[src/rtl/flag_branch_unit_pkg.sv]
// Shared cpu definitions: word width, status-register bit positions and command opcodes.
package flag_branch_unit_pkg;

    localparam int unsigned WORD_W = 20;
    localparam int unsigned IMM_W  = 3;
    localparam int unsigned SR_W   = 4;

    localparam int unsigned SR_Z = 0;
    localparam int unsigned SR_S = 1;
    localparam int unsigned SR_C = 2;
    localparam int unsigned SR_T = 3;

    typedef enum logic [2:0] {
        OP_NOP   = 3'd0,
        OP_JMP   = 3'd1,
        OP_JZ    = 3'd2,
        OP_JS    = 3'd3,
        OP_JZS   = 3'd4,
        OP_LDSR  = 3'd5,
        OP_XORSR = 3'd6,
        OP_TRAP  = 3'd7
    } op_t;

    typedef enum logic [1:0] {
        ST_IDLE = 2'd0,
        ST_EXEC = 2'd1,
        ST_TRAP = 2'd2
    } state_t;

    // Command captured at acceptance and consumed at commit.
    typedef struct packed {
        op_t               op;
        logic [WORD_W-1:0] target;
        logic [IMM_W-1:0]  imm;
    } cmd_t;

endpackage

[src/rtl/flag_branch_unit_branch_cond.sv]
// Jump decision from the opcode and the Z/S status bits.
module branch_cond
    import flag_branch_unit_pkg::*;
(
    input  op_t              op,
    input  logic [SR_S:SR_Z] sr,
    output logic             taken
);

    always_comb begin
        taken = 1'b0;
        case (op)
            OP_JMP:  taken = 1'b1;
            OP_JZ:   taken = sr[SR_Z];
            OP_JS:   taken = sr[SR_S];
            OP_JZS:  taken = sr[SR_Z] | sr[SR_S];
            default: taken = 1'b0;
        endcase
    end

endmodule

[src/rtl/flag_branch_unit.sv]
// Two-cycle command unit: accepts a jump/status/trap command, commits it to pc/sr on the next edge.
module flag_branch_unit
    import flag_branch_unit_pkg::*;
#(
    parameter logic [WORD_W-1:0] RESET_PC = 20'h00000,
    parameter logic [WORD_W-1:0] TRAP_VEC = 20'hFFF00
) (
    input  logic              clk,
    input  logic              rst_n,
    input  logic              flag_valid,
    input  logic              flag_zero,
    input  logic              flag_sign,
    input  logic              flag_carry,
    input  logic              cmd_valid,
    output logic              cmd_ready,
    input  logic [2:0]        cmd_op,
    input  logic [WORD_W-1:0] cmd_target,
    input  logic [IMM_W-1:0]  cmd_imm,
    input  logic              trap_clr,
    output logic [WORD_W-1:0] pc,
    output logic              pc_load,
    output logic [SR_W-1:0]   sr,
    output logic              trap_mode
);

    state_t            state_q, state_d;
    cmd_t              cmd_q, cmd_d;
    logic [WORD_W-1:0] pc_q, pc_d;
    logic [SR_W-1:0]   sr_q, sr_d;
    logic              pc_load_q, pc_load_d;
    logic              taken;

    branch_cond u_branch_cond (
        .op    (cmd_q.op),
        .sr    (sr_q[SR_S:SR_Z]),
        .taken (taken)
    );

    always_ff @(posedge clk or negedge rst_n) begin
        if (!rst_n) begin
            state_q   <= ST_IDLE;
            cmd_q     <= '0;
            pc_q      <= RESET_PC;
            sr_q      <= '0;
            pc_load_q <= 1'b0;
        end else begin
            state_q   <= state_d;
            cmd_q     <= cmd_d;
            pc_q      <= pc_d;
            sr_q      <= sr_d;
            pc_load_q <= pc_load_d;
        end
    end

    // Flag capture is applied first so a committing status command overrides it.
    always_comb begin
        state_d   = state_q;
        cmd_d     = cmd_q;
        pc_d      = pc_q;
        sr_d      = sr_q;
        pc_load_d = 1'b0;

        if (flag_valid) begin
            sr_d[SR_C:SR_Z] = {flag_carry, flag_sign, flag_zero};
        end

        case (state_q)
            ST_IDLE: begin
                if (cmd_valid) begin
                    cmd_d.op     = op_t'(cmd_op);
                    cmd_d.target = cmd_target;
                    cmd_d.imm    = cmd_imm;
                    state_d      = ST_EXEC;
                end
            end
            ST_EXEC: begin
                pc_load_d = 1'b1;
                state_d   = ST_IDLE;
                pc_d      = taken ? cmd_q.target : pc_q + WORD_W'(1);
                case (cmd_q.op)
                    OP_LDSR:  sr_d[SR_C:SR_Z] = cmd_q.imm;
                    OP_XORSR: sr_d[SR_C:SR_Z] = sr_q[SR_C:SR_Z] ^ cmd_q.imm;
                    OP_TRAP: begin
                        sr_d[SR_T] = 1'b1;
                        pc_d       = TRAP_VEC;
                        state_d    = ST_TRAP;
                    end
                    default: ;
                endcase
            end
            ST_TRAP: begin
                if (trap_clr) begin
                    sr_d[SR_T] = 1'b0;
                    state_d    = ST_IDLE;
                end
            end
            default: state_d = ST_IDLE;
        endcase
    end

    assign cmd_ready = (state_q == ST_IDLE);
    assign pc        = pc_q;
    assign pc_load   = pc_load_q;
    assign sr        = sr_q;
    assign trap_mode = sr_q[SR_T];

endmodule
[config.mk]
export PLATFORM = sky130hd
export DESIGN_NAME = flag_branch_unit
export DESIGN_NICKNAME = d
export VERILOG_FILES = /design/src/rtl/flag_branch_unit_pkg.sv /design/src/rtl/flag_branch_unit_branch_cond.sv /design/src/rtl/flag_branch_unit.sv
export SDC_FILE = /design/constraint.sdc
export NUM_CORES = 1
export LEC_CHECK = 0
export ABC_AREA = 1
export CAP_MARGIN = 10
export CORE_MARGIN = 2
export CORE_UTILIZATION = 53
export CTS_BUF_LIST = sky130_fd_sc_hd__clkbuf_4 sky130_fd_sc_hd__clkbuf_8
export CTS_CLUSTER_DIAMETER = 30
export DETAILED_ROUTE_END_ITERATION = 8
export PLACE_DENSITY = 0.82
export SETUP_SLACK_MARGIN = 0.1
export SKIP_LAST_GASP = 1
export SLEW_MARGIN = 20
export SYNTH_ARGS = -nofsm -noshare
export SYNTH_HDL_FRONTEND = slang
export SYNTH_SLANG_ARGS = --single-unit
[constraint.sdc]
create_clock -name clk -period 1.7 [get_ports clk]
set_clock_uncertainty 0.15 [all_clocks]
set_input_delay 0.34 -clock clk [delete_from_list [all_inputs] [get_ports clk]]
set_output_delay 0.34 -clock clk [all_outputs]
set_load 0.01 [all_outputs]
==> Yosys cells after proc, flatten, opt, wreduce, memory -nomap -nowiden <==
Cells that the tools add are included.
{ "totals": {"regBits": 53, "input_bits": 34, "output_inout_bits": 27, "wordCells": 42} }
{ "classes": {"n_addsub": 1, "eq_ne": 12, "mux": 14, "n_bitwise": 2, "n_reduce_logical": 5} }
{ "ops": {"columns": ["cell", "n"], "rows": [
  ["two-way mux 20 bit", 2],
  ["adder 20 x 1 -> 20 bit, second input constant", 1],
  ["equality test 3 bit, second input constant", 4],
  ["equality test 3 x 2 -> 1 bit, second input constant", 2],
  ["two-way mux 2 bit", 3],
  ["two-way mux 3 bit", 2],
  ["one-hot mux 2 bit (3 select lines)", 1],
  ["one-hot mux 3 bit (2 select lines)", 1],
  ["!= test 2 bit, second input constant", 2],
  ["one-hot mux 1 bit (4 select lines)", 1],
  ["AND reduction 2 bit", 2],
  ["equality test 3 x 1 -> 1 bit, second input constant", 1],
  ["two-way mux 1 bit", 3],
  ["AND reduction 3 bit", 1],
  ["XOR 3 bit", 1],
  ["equality test 2 x 1 -> 1 bit, second input constant", 1],
  ["equality test 2 bit, second input constant", 1],
  ["zero test 2 bit", 1],
  ["!= test 2 x 1 -> 1 bit, second input constant", 1],
  ["one-hot mux 1 bit (2 select lines)", 1],
  ["nonzero test 2 bit", 1],
  ["OR 1 bit", 1]
]} }

==> Logic depth before layout (Yosys ltp) <==
{ "logic_depth": {"word_depth": 4, "mapped_depth": 9, "depth_no_buf": 9} }

==> Cells and area by module <==
A second synthesis with hierarchy kept.
{ "unflattened": {"cells_unflattened": 363, "area_unflattened_um2": 2844.0} }
{ "by_module_without_submodules": {"columns": ["mod", "n_inst", "cells_each", "area_each_um2", "seq_area_each_um2"], "rows": [
  ["flag_branch_unit", 1, 353, 2803.9, 1326.3],
  ["branch_cond", 1, 10, 40.0, 0.0]
]} }

==> Worst setup path after synthesis <==
OpenSTA, ideal clock, no wires.
{ "synth_path": {"path_type": "register to register", "from": "register pc_q[1], in the netlist pc[1]", "to": "register pc_q[16], in the netlist pc[16]", "setup_ps": 73, "arrival_time_ps": 1328, "required_time_ps": 1477, "path_slack_ps": 149, "stages_incl_launch_ff": 10, "path_buffers": 0, "period_less_slack_ps": 1551, "cell_sequence": "dfrtp_1 -> ha_1 -> nand2_2 -> nor2_4 -> nand2_4 -> nor2_4 -> nand2_1 -> nand2_1 -> nand3_2 -> a21oi_2"} }
{ "synth_via": {"elab_chain_cells": 3} }
{ "synth_lines": {"columns": ["element", "line", "rtl"], "rows": [
  ["start, declared", "flag_branch_unit.sv:28", "logic [WORD_W-1:0] pc_q, pc_d;"],
  ["start signal, assigned", "flag_branch_unit.sv:49", "pc_q <= pc_d;"],
  ["adder 20 x 1 -> 20 bit", "flag_branch_unit.sv:79", "pc_d = taken ? cmd_q.target : pc_q + WORD_W'(1);"],
  ["two-way mux 20 bit", "flag_branch_unit.sv:79", null],
  ["two-way mux 20 bit", "flag_branch_unit.sv:80", "case (cmd_q.op)"]
]} }
Every way passes these cells.
A chain may end at the register's enable or synchronous reset.

==> Final worst setup path <==
{ "layout_path": {"from": "register pc_q[1], in the netlist pc[1]", "to": "register pc_q[10], in the netlist pc[10]"} }
Same word-level chain as after synthesis.

==> flow_summary.yaml <==
yosys:
  synthSimpleGateAreaFrac_pct: 30.2
  synth_cells: 357
  synth-compound-area-share_pct: 13.3
  syn_nets: 392
  ys_ff_latch: 53
  synth_warnings: 0
  syn-cell-area_sq_um: 2930
  ys_types: 34
  yosysSeqAreaShare_pct: 45.3
  synth_top_family_by_area: "simple AND/OR/NAND/NOR gates"
  synthAdderAreaFrac_pct: 0.427
  avgSynthCellArea_sq_um: 8.20
  synthXorXnorAreaFrac_pct: 2.99
  muxShareOfSynthArea_pct: 0.683
worst_hold_path:
  hold_path.class: "reg -> reg"
  hp-start: "cmd_q[20]$_DFFE_PN0P_"
  holdPathStages: 2
  min_to: "cmd_q[20]$_DFFE_PN0P_"
placed_design:
  post-place-ws_ns: 0.0282
  port_buffers: 60
  placed_cells: 486
  place_congestion: 0.917
  dp.final_hpwl_mm: 4.80
sta:
  post-route-period-util_pct: 97.2
  rsz0062_at_grt: "yes"
  fin_ws_ns: 0.0471
  worst_slew_pin_slew_ns: 0.364
  max_freq_mhz: 605
  final-max-slew-violation-count: 0
  max-slew-margin-rel_pct: 75.8
  final-hold-violation-count: 0
  min_period_ns: 1.65
  setup_viol_count_final: 0
grt:
  grtUsageTotal_pct: 26.3
  antenna_found_initial: 0
  overflow: 0
  grt_max_degree: 29
  grt_pass1_wl_mm: 12.6
  grt_pass1_vias: 2771
pwr:
  vdd_drop_max_mv: 0.660
  powerDensity_nw_per_um2: 1480
  power_mw: 6.16
  p_leak_nw: 2.01
drt:
  drc: 0
  drt_wl_total_mm: 8.34
  firstDrtPassIters: 5
  wl_per_cell_um: 15.8
  drt_iter0_markers: 265
  drtAntennaViolNets: 0
  vias: 2880
  viasPerCell: 5.44
critical_path:
  crit_path_start_kind: "flip-flop"
  r2r_slack_ns: 0.05
  slowest_delay_ns: 0.38
  path_max_fanout: 4
  crit_chain: "buf_6 -> ha_4 -> nand2_4 -> nor2_4 -> buf_4 -> nand3_4 -> nand2_1 -> inv_1 -> o21ai_1 -> a21oi_1"
  crit_start: "pc[1]$_DFFE_PN0P_"
  path_class: "reg -> reg"
  rr_startpoint: "pc[1]$_DFFE_PN0P_"
  crit_required_ns: 1.75
  endpoint_kind: "flip-flop"
  crit_family: "flip-flops"
  critPathArrivalTime_ns: 1.70
  r2r_cells: 10
  path_buf_inv: 3
  rr_endpoint: "pc[10]$_DFFE_PN0P_"
  cpMaxStageDelayCell: "dfrtp_1"
die:
  pin_count: 61
  die_h_um: 78.3
  initial_core_util_pct: 54.2
  rows: 27
  die_x_um: 78.3
  dieArea_sq_um: 6140
  core-area_sq_um: 5410
clock_network:
  numCtsBuffers: 5
  clock_latency_ns: 0.32
  ctsRootBufferMaster: "clkbuf_8"
  cts_max_level: 2
  cts_buffer_depth: 2
  cts.sinks: 53
  clk_pin_slew_ns: 0.10
  cts_tree: "done"
final_layout:
  layout.cells.non_filler: 529
  area_delta_synth_final_pct: 41.6
  layout-drive-gt1-share_pct: 26.5
  fin_util_pct: 76.7
  diodes: 0
  nNetsFinal: 491
job:
  max_cap_viol_count: 0
run_status:
  outcome: "complete, no violations"
[report_power, final]
part	internal [mW]	total, mW	switching, mW
clock network	0.593	1.04	0.449
registers	1.64	1.91	0.272
logic	1.39	3.20	1.81
[per-stage QoR]
step | cell area, sq um | setup TNS [ns] | hold WS (ns)
5_1_grt | 4150 | -0.0289 | 0.365
6_report | 4150 | 0 | 0.344
3_5_place_dp | 3610 | 0 | 0.211
2_1_floorplan | 2930 | 0 | -0.106
3_3_place_gp | 3610 | 0 | 0.210
4_1_cts | 3980 | 0 | 0.343
[cells in the mapped netlist, drive strengths merged]
library cell / n / area share (%)
nand2: 120 / 17
a21oi: 29 / 6.0
o211ai: 3 / 0.94
dfrtp: 53 / 45
buf: 9 / 2.6
inv: 32 / 4.2
ha: 1 / 0.43
nand3: 22 / 5.3
nand4: 2 / 0.43
nor2: 39 / 7.6
xnor2: 2 / 0.60
o21ai: 19 / 3.2
xor2: 8 / 2.4
nor3: 1 / 0.17
o21bai: 4 / 1.0
mux2i: 2 / 0.68
o21a: 1 / 0.26
a22oi: 3 / 0.77
o22ai: 5 / 1.1
clkbuf: 2 / 0.26
[layout make-up]
type | count | area (sq um)
Clock inverter | 3 | 68.8
Fill cell | 358 | 1260
Tap cell | 72 | 90.1
Timing Repair inverter | 1 | 16.3
Inverter | 32 | 133
Clock buffer | 5 | 68.8
Multi-Input combinational cell | 263 | 1540
Timing Repair Buffer | 100 | 898
Sequential cell | 53 | 1340
[cell families after synthesis]
| family | Yosys count |
|---|---|
| mux | 2 |
| compound gates | 64 |
| buf+inv | 43 |
| xor+xnor | 10 |
| fa+ha+maj | 1 |
| flops | 53 |
| simple gates | 184 |
[registers in the layout (all words and copies together) (netlist names)]
signal   flops
state_q      2
cmd_q       26
sr           4
pc          20
pc_load      1
[worst max path at each step]
stage	to	slack (ns)	depth (start not counted)
detailed placement	pc[16]$_DFFE_PN0P_	0.03	9
finish	pc[10]$_DFFE_PN0P_	0.05	10
floorplan	pc[16]$_DFFE_PN0P_	0.15	9
global route	pc[10]$_DFFE_PN0P_	-0.01	9
CTS	cmd_ready	0.03	2
global placement	pc[14]$_DFFE_PN0P_	0.07	9
[timing repair]
action,in CTS,in global routing
gates cloned,1,2
resized for setup,41,33
pin swaps,7,21
hold buffers,1,0
setup buffers,26,5
endpoints found under the setup margin,43,26
endpoints found under the hold margin,53,0
[layer usage]
| layer | global-route usage (%) | wire [um] |
|---|---|---|
| met1 | 32.8 | 3220 |
| met2 | 45.7 | 4250 |
| met3 | 4.25 | 600 |
| met4 | 10.2 | 276 |
| met5 | 0 | 0 |
[cell usage in the layout (no fill, tap or decap), types with 3 or more instances in the layout]
cell type / count
o21bai_1: 4
nor2_2: 5
clkbuf_8: 5
dfrtp_2: 8
nor2_4: 9
nand3_1: 12
xor2_1: 8
nor2_1: 24
nand2_2: 4
dfrtp_1: 45
buf_6: 4
a21oi_1: 18
clkdlybuf4s50_1: 32
buf_4: 33
nand2_4: 4
nand2_8: 3
dlygate4sd2_1: 24
nand2_1: 111
o22ai_1: 5
inv_2: 10
a21oi_2: 11
nand3_2: 8
o21ai_1: 18
inv_1: 21
a22oi_1: 3
[worst reg2reg max path, stage by stage, from the launching register on]
cell and delay, ns:
dfrtp_1 0.38, buf_6 0.12, ha_4 0.14, nand2_4 0.05, nor2_4 0.11, buf_4 0.14
nand3_4 0.09, nand2_1 0.08, inv_1 0.04, o21ai_1 0.12, a21oi_1 0.10
Power figures use the tool's default switching activity.
==> patch 1: new RTL, same settings <==
Re-encode `state_t` (3 states) as one-hot, 3 bits wide.
--- a/src/rtl/flag_branch_unit_pkg.sv
+++ b/src/rtl/flag_branch_unit_pkg.sv
@@ -21,10 +21,10 @@
         OP_TRAP  = 3'd7
     } op_t;
 
-    typedef enum logic [1:0] {
-        ST_IDLE = 2'd0,
-        ST_EXEC = 2'd1,
-        ST_TRAP = 2'd2
+    typedef enum logic [2:0] {
+        ST_IDLE = 3'b001,
+        ST_EXEC = 3'b010,
+        ST_TRAP = 3'b100
     } state_t;
 
     // Command captured at acceptance and consumed at commit.
Formal check against the unedited RTL: no difference found for any inputs over 10 cycles, from zero or initial values and one cycle with rst_n low; not proved beyond that.
==> patch 1 against the original RTL <==
The flow now finishes with violations (setup timing). Maximum frequency shrank 12%. Power grew 40%. Sequential cell count grew 1. Worst setup slack lost 0.23 ns. Cell area grew 8.9%. Sequential power grew 24%. First-iteration DRC count grew 78%. Synthesized cell count grew 8.1%. Synthesized area grew 2.5%. Wire length grew 25%. Core utilization grew 5.8 points. Critical endpoint is now pc[18]. Highest routed layer unchanged.
==> patch 1: results (changes against the original RTL) <==
| Metric | Value |
|---|---|
| HPWL after DPL | 5.22 mm (was 4.80 mm) |
| Drt pass-1 iters | 7 (was 5) |
| First-pass GRT wire length | 13.8 mm (was 12.6 mm) |
| Final Setup Violations | 11 (was 0) |
| Failing checks | setup timing |
| Final WS setup | -0.183 ns (was 0.0471 ns) |
| Sequential power | 2.36 mW (was 1.91 mW) |
| Vias per cell | 5.91 (was 5.44) |
| Area contributors post-synth | dfrtp_1, nand2_1, nand3_1 (was dfrtp_1, nand2_1, a21oi_1) |
| Dpl ws | -0.0638 ns (was 0.0282 ns) |
| Run status | finished with violations (was finished, final reports clean) |
| Syn Inst Count | 386 (was 357) |
| Synth Flop Type | dfrtp_1 (unchanged) |
| Internal cell power | 4.67 mW (was 3.62 mW) |
| 1st-iter DRT viols | 473 (was 265) |
| Compound-gate portion of the synthesized area | 11.2% (was 13.3%) |
| Placer Congestion | 0.866 (was 0.917) |
| Peak supply drop | 0.950 mV (was 0.660 mV) |
| Post-Place Cells | 521 (was 486) |
| Worst endpoint data arrival time | 1.98 ns (was 1.70 ns) |
| Vias in the first global route | 3027 (was 2771) |
| Syn nets | 421 (was 392) |
| Share of cells above drive strength 1 | 33.7% (was 26.5%) |
| GRT Util Overall | 28.3% (was 26.3%) |
| # nets final | 527 (was 491) |
| Vias | 3338 (was 2880) |
| Setup tns final | -0.862 ns (was 0 ns) |
| Synth cell count leaders | nand2_1, dfrtp_1, nor2_1, inv_1, nand3_1 (was nand2_1, dfrtp_1, nor2_1, inv_1, a21oi_1) |
| Slew HR | 69.4% (was 75.8%) |
| Placed cell area | 3740 sq um (was 3610 sq um) |
| Post-Synth Adder-Cell Area | 0.417% (was 0.427%) |
| Mux contribution to synthesized area | 0.333% (was 0.683%) |
| Leakage | 2.17 nW (was 2.01 nW) |
[patch 1: changes by cell type in the layout (fill, tap and decap cells not counted), sizes merged, moves of 3 or more]
cell    delta
o211ai     -3
nand2     +10
buf       +12
nand3      +7
nand4      +5
nor2       +4
a21oi      -3
[patch 1: path summary, 6_finish.rpt]
path                       depth (start not counted)    endpoint      start  slack (ns)
max                                                8      pc[18]      pc[1]       -0.18
min                                                2   cmd_q[16]  cmd_q[16]        0.34
max reg2reg                                        8      pc[18]      pc[1]       -0.18
min reg2reg                                        2   cmd_q[16]  cmd_q[16]        0.34
max in group asynchronous                          3  state_q[0]      rst_n        0.68
min in group asynchronous                          3       sr[0]      rst_n        0.40
[patch 1: layer usage]
metal  up-vias  global-route usage, %  wire [microns]
met5         -                      0               0
met4         0                   11.7             620
met3        76                   5.34             824
met2       251                   49.2            5210
met1      1563                   34.3            3780
li1       1448                      -               -
[patch 1: repair_timing]
item / 4_1_cts / 5_1_grt
gates resized for setup: 55 / 83
gates cloned: 2 / 1
endpoints found under the hold margin: 53 / 0
pin swaps: 8 / 29
setup endpoints to repair: 45 / 37
setup buffers: 27 / 5
hold buffers: 1 / 0
[patch 1: cell type report]
class,instances,area [sq um]
Clock buffer,5,68.8
Sequential cell,54,1360
Timing Repair Buffer,112,1070
Tap cell,72,90.1
Fill cell,315,957
Multi-Input combinational cell,284,1750
Clock inverter,3,40.0
Inverter,35,135
[patch 1: worst max-delay path: stages, from the launching register on]
cell      delay, ns
dfrtp_1        0.45
buf_6          0.14
ha_4           0.19
nand2_4        0.10
nor2_4         0.18
nand3_2        0.14
o21bai_1       0.17
nand3_1        0.14
a21oi_2        0.15
==> patch 2: new RTL, same flow settings <==
Without the edit above. `WORD_W`: 20 -> 24.
--- a/src/rtl/flag_branch_unit_pkg.sv
+++ b/src/rtl/flag_branch_unit_pkg.sv
@@ -1,7 +1,7 @@
 // Shared cpu definitions: word width, status-register bit positions and command opcodes.
 package flag_branch_unit_pkg;
 
-    localparam int unsigned WORD_W = 20;
+    localparam int unsigned WORD_W = 24;
     localparam int unsigned IMM_W  = 3;
     localparam int unsigned SR_W   = 4;
 
Interface: changed (resized cmd_target and pc); port bits go from 61 to 69. The function was not compared with the original's and may differ.
==> patch 2 against the original RTL <==
The run now ends with setup timing left. Synthesized area is 13% higher. Wire length is 27% higher. Power is 17% higher. Maximum frequency is 3.6% lower. Sequential cell count is 8 higher. Cell count is 18% higher. Clock power is 31% higher. Worst setup slack worse by 0.062 ns. Core utilization is 2.9 points higher. Cell area is 15% higher. Largest cell class unchanged. Highest routed layer unchanged.
==> patch 2: results (changes against the original RTL) <==
| Metric | Value |
|---|---|
| Run status | finished with violations (was finished, final reports clean) |
| Failing checks | setup timing |
| Area of the multi-input gates | 1810 sq um (was 1540 sq um) |
| Post-Place Cells | 579 (was 486) |
| I/O Buffers | 68 (was 60) |
| Placed cell area | 4080 sq um (was 3610 sq um) |
| Leakage | 2.20 nW (was 2.01 nW) |
| Vias per cell | 5.72 (was 5.44) |
| Largest net degree at the start of global routing | 62 (was 29) |
| Global routing met1 resource utilization | 35.3% (was 32.8%) |
| Post-Layout Cell Count | 625 (was 529) |
| Synth cell count leaders | nand2_1, dfrtp_1, nor2_1, a21oi_1, inv_1 (was nand2_1, dfrtp_1, nor2_1, inv_1, a21oi_1) |
| Final WS setup | -0.0151 ns (was 0.0471 ns) |
| 1st-iter DRT viols | 347 (was 265) |
| Syn Inst Count | 442 (was 357) |
| Final Setup Violations | 1 (was 0) |
| XOR/XNOR Fraction of Synth Area | 3.70% (was 2.99%) |
| Peak supply drop | 0.856 mV (was 0.660 mV) |
| Share of cells above drive strength 1 | 24.9% (was 26.5%) |
| Clock-pin slew on the worst setup and hold paths | 0.07 ns (was 0.10 ns) |
| # nets final | 585 (was 491) |
| HPWL after DPL | 5.88 mm (was 4.80 mm) |
| Max reg flops | 30 (was 26) |
| Worst endpoint data arrival time | 1.79 ns (was 1.70 ns) |
| Mux contribution to synthesized area | 0.906% (was 0.683%) |
| Inserted Clock Buffers | 9 (was 5) |
| R2R Setup Slk | -0.02 ns (was 0.05 ns) |
| FF-to-FF End | pc[22] (was pc[10]) |
| GR Util met3 | 4.57% (was 4.25%) |
| H-tree depth | 3 (was 2) |
| Placer Congestion | 0.913 (was 0.917) |
| Slew @ Worst Pin | 0.458 ns (was 0.364 ns) |
| Post-Synth Adder-Cell Area | 0.377% (was 0.427%) |
| WL met3 | 857 microns (was 600 microns) |
| Met2 routed WL | 5.21 mm (was 4.25 mm) |
| Area contributors post-synth | dfrtp_1, nand2_1, nor2_1 (was dfrtp_1, nand2_1, a21oi_1) |
| Setup tns final | -0.0151 ns (was 0 ns) |
| Skew-Pair Late Insertion Delay | 0.34 ns (was 0.32 ns) |
| Vias in the first global route | 3189 (was 2771) |
| NetSw | 3.08 mW (was 2.53 mW) |
| Reg2reg start | pc[12] (was pc[1]) |
| Synth unique cells | 30 (was 34) |
| Average wire per standard cell | 17.0 microns (was 15.8 microns) |
| Drt pass-1 iters | 8 (was 5) |
| Sequential fraction of the synthesis area | 46.0% (was 45.3%) |
==> patch 2: changes by cell type in the layout (fill, tap and decap cells not counted), sizes merged, moves of 5 or more <==
| cell | change |
|---|---|
| nand2 | +56 |
| inv | -7 |
| clkbuf | +6 |
| dfrtp | +8 |
| clkdlybuf4s15 | +5 |
| nor2 | +17 |
==> patch 2: repair_timing <==
action | CTS | global route
buffers inserted | 15 | 11
pin swaps | 4 | 16
hold endpoints to repair | 61 | 0
resized for setup | 65 | 56
hold buffers | 1 | 0
cloned | 3 | 1
endpoints found under the setup margin | 49 | 39
==> patch 2: worst min-delay path by stage <==
stage	slack (ns)	endpoint	start	cells after the start
global route	0.37	cmd_q[8]	cmd_q[8]	2
CTS	0.34	cmd_q[20]	cmd_q[20]	2
global placement	0.22	cmd_q[0]	rst_n	2
detailed placement	0.22	cmd_q[0]	rst_n	2
floorplan	-0.11	cmd_q[0]	rst_n	0
finish	0.34	cmd_q[11]	cmd_q[11]	2
==> patch 2: area by class of cell <==
type	count	area share, %
timing repair inverter	2	0.393
clock inverter	3	0.944
timing repair buffer	106	20.8
clock buffer	12	3.33
multi-input combinational	340	37.8
inverter	26	2.39
sequential	61	32.3
tap	75	1.97
==> patch 2: critical path, stage by stage, from the launching register on <==
cell and delay [ns]:
dfrtp_1 0.36, buf_4 0.15, nand2_1 0.13, nor2_4 0.19
nand2_1 0.08, nor2_1 0.17, nand2_1 0.07, nand2_1 0.06
nand3_1 0.06, nand2_1 0.07, nand2_1 0.08
==> patch 2: power by group through the flow <==
stage | registers [mW] | clock network [mW] | logic [mW]
floorplan | 2.47 | 0 | 1.43
global route | 2.44 | 1.42 | 3.71
CTS | 2.33 | 1.35 | 2.94
detailed placement | 2.48 | 0 | 2.59
finish | 2.40 | 1.36 | 3.47
global placement | 2.46 | 0 | 2.52
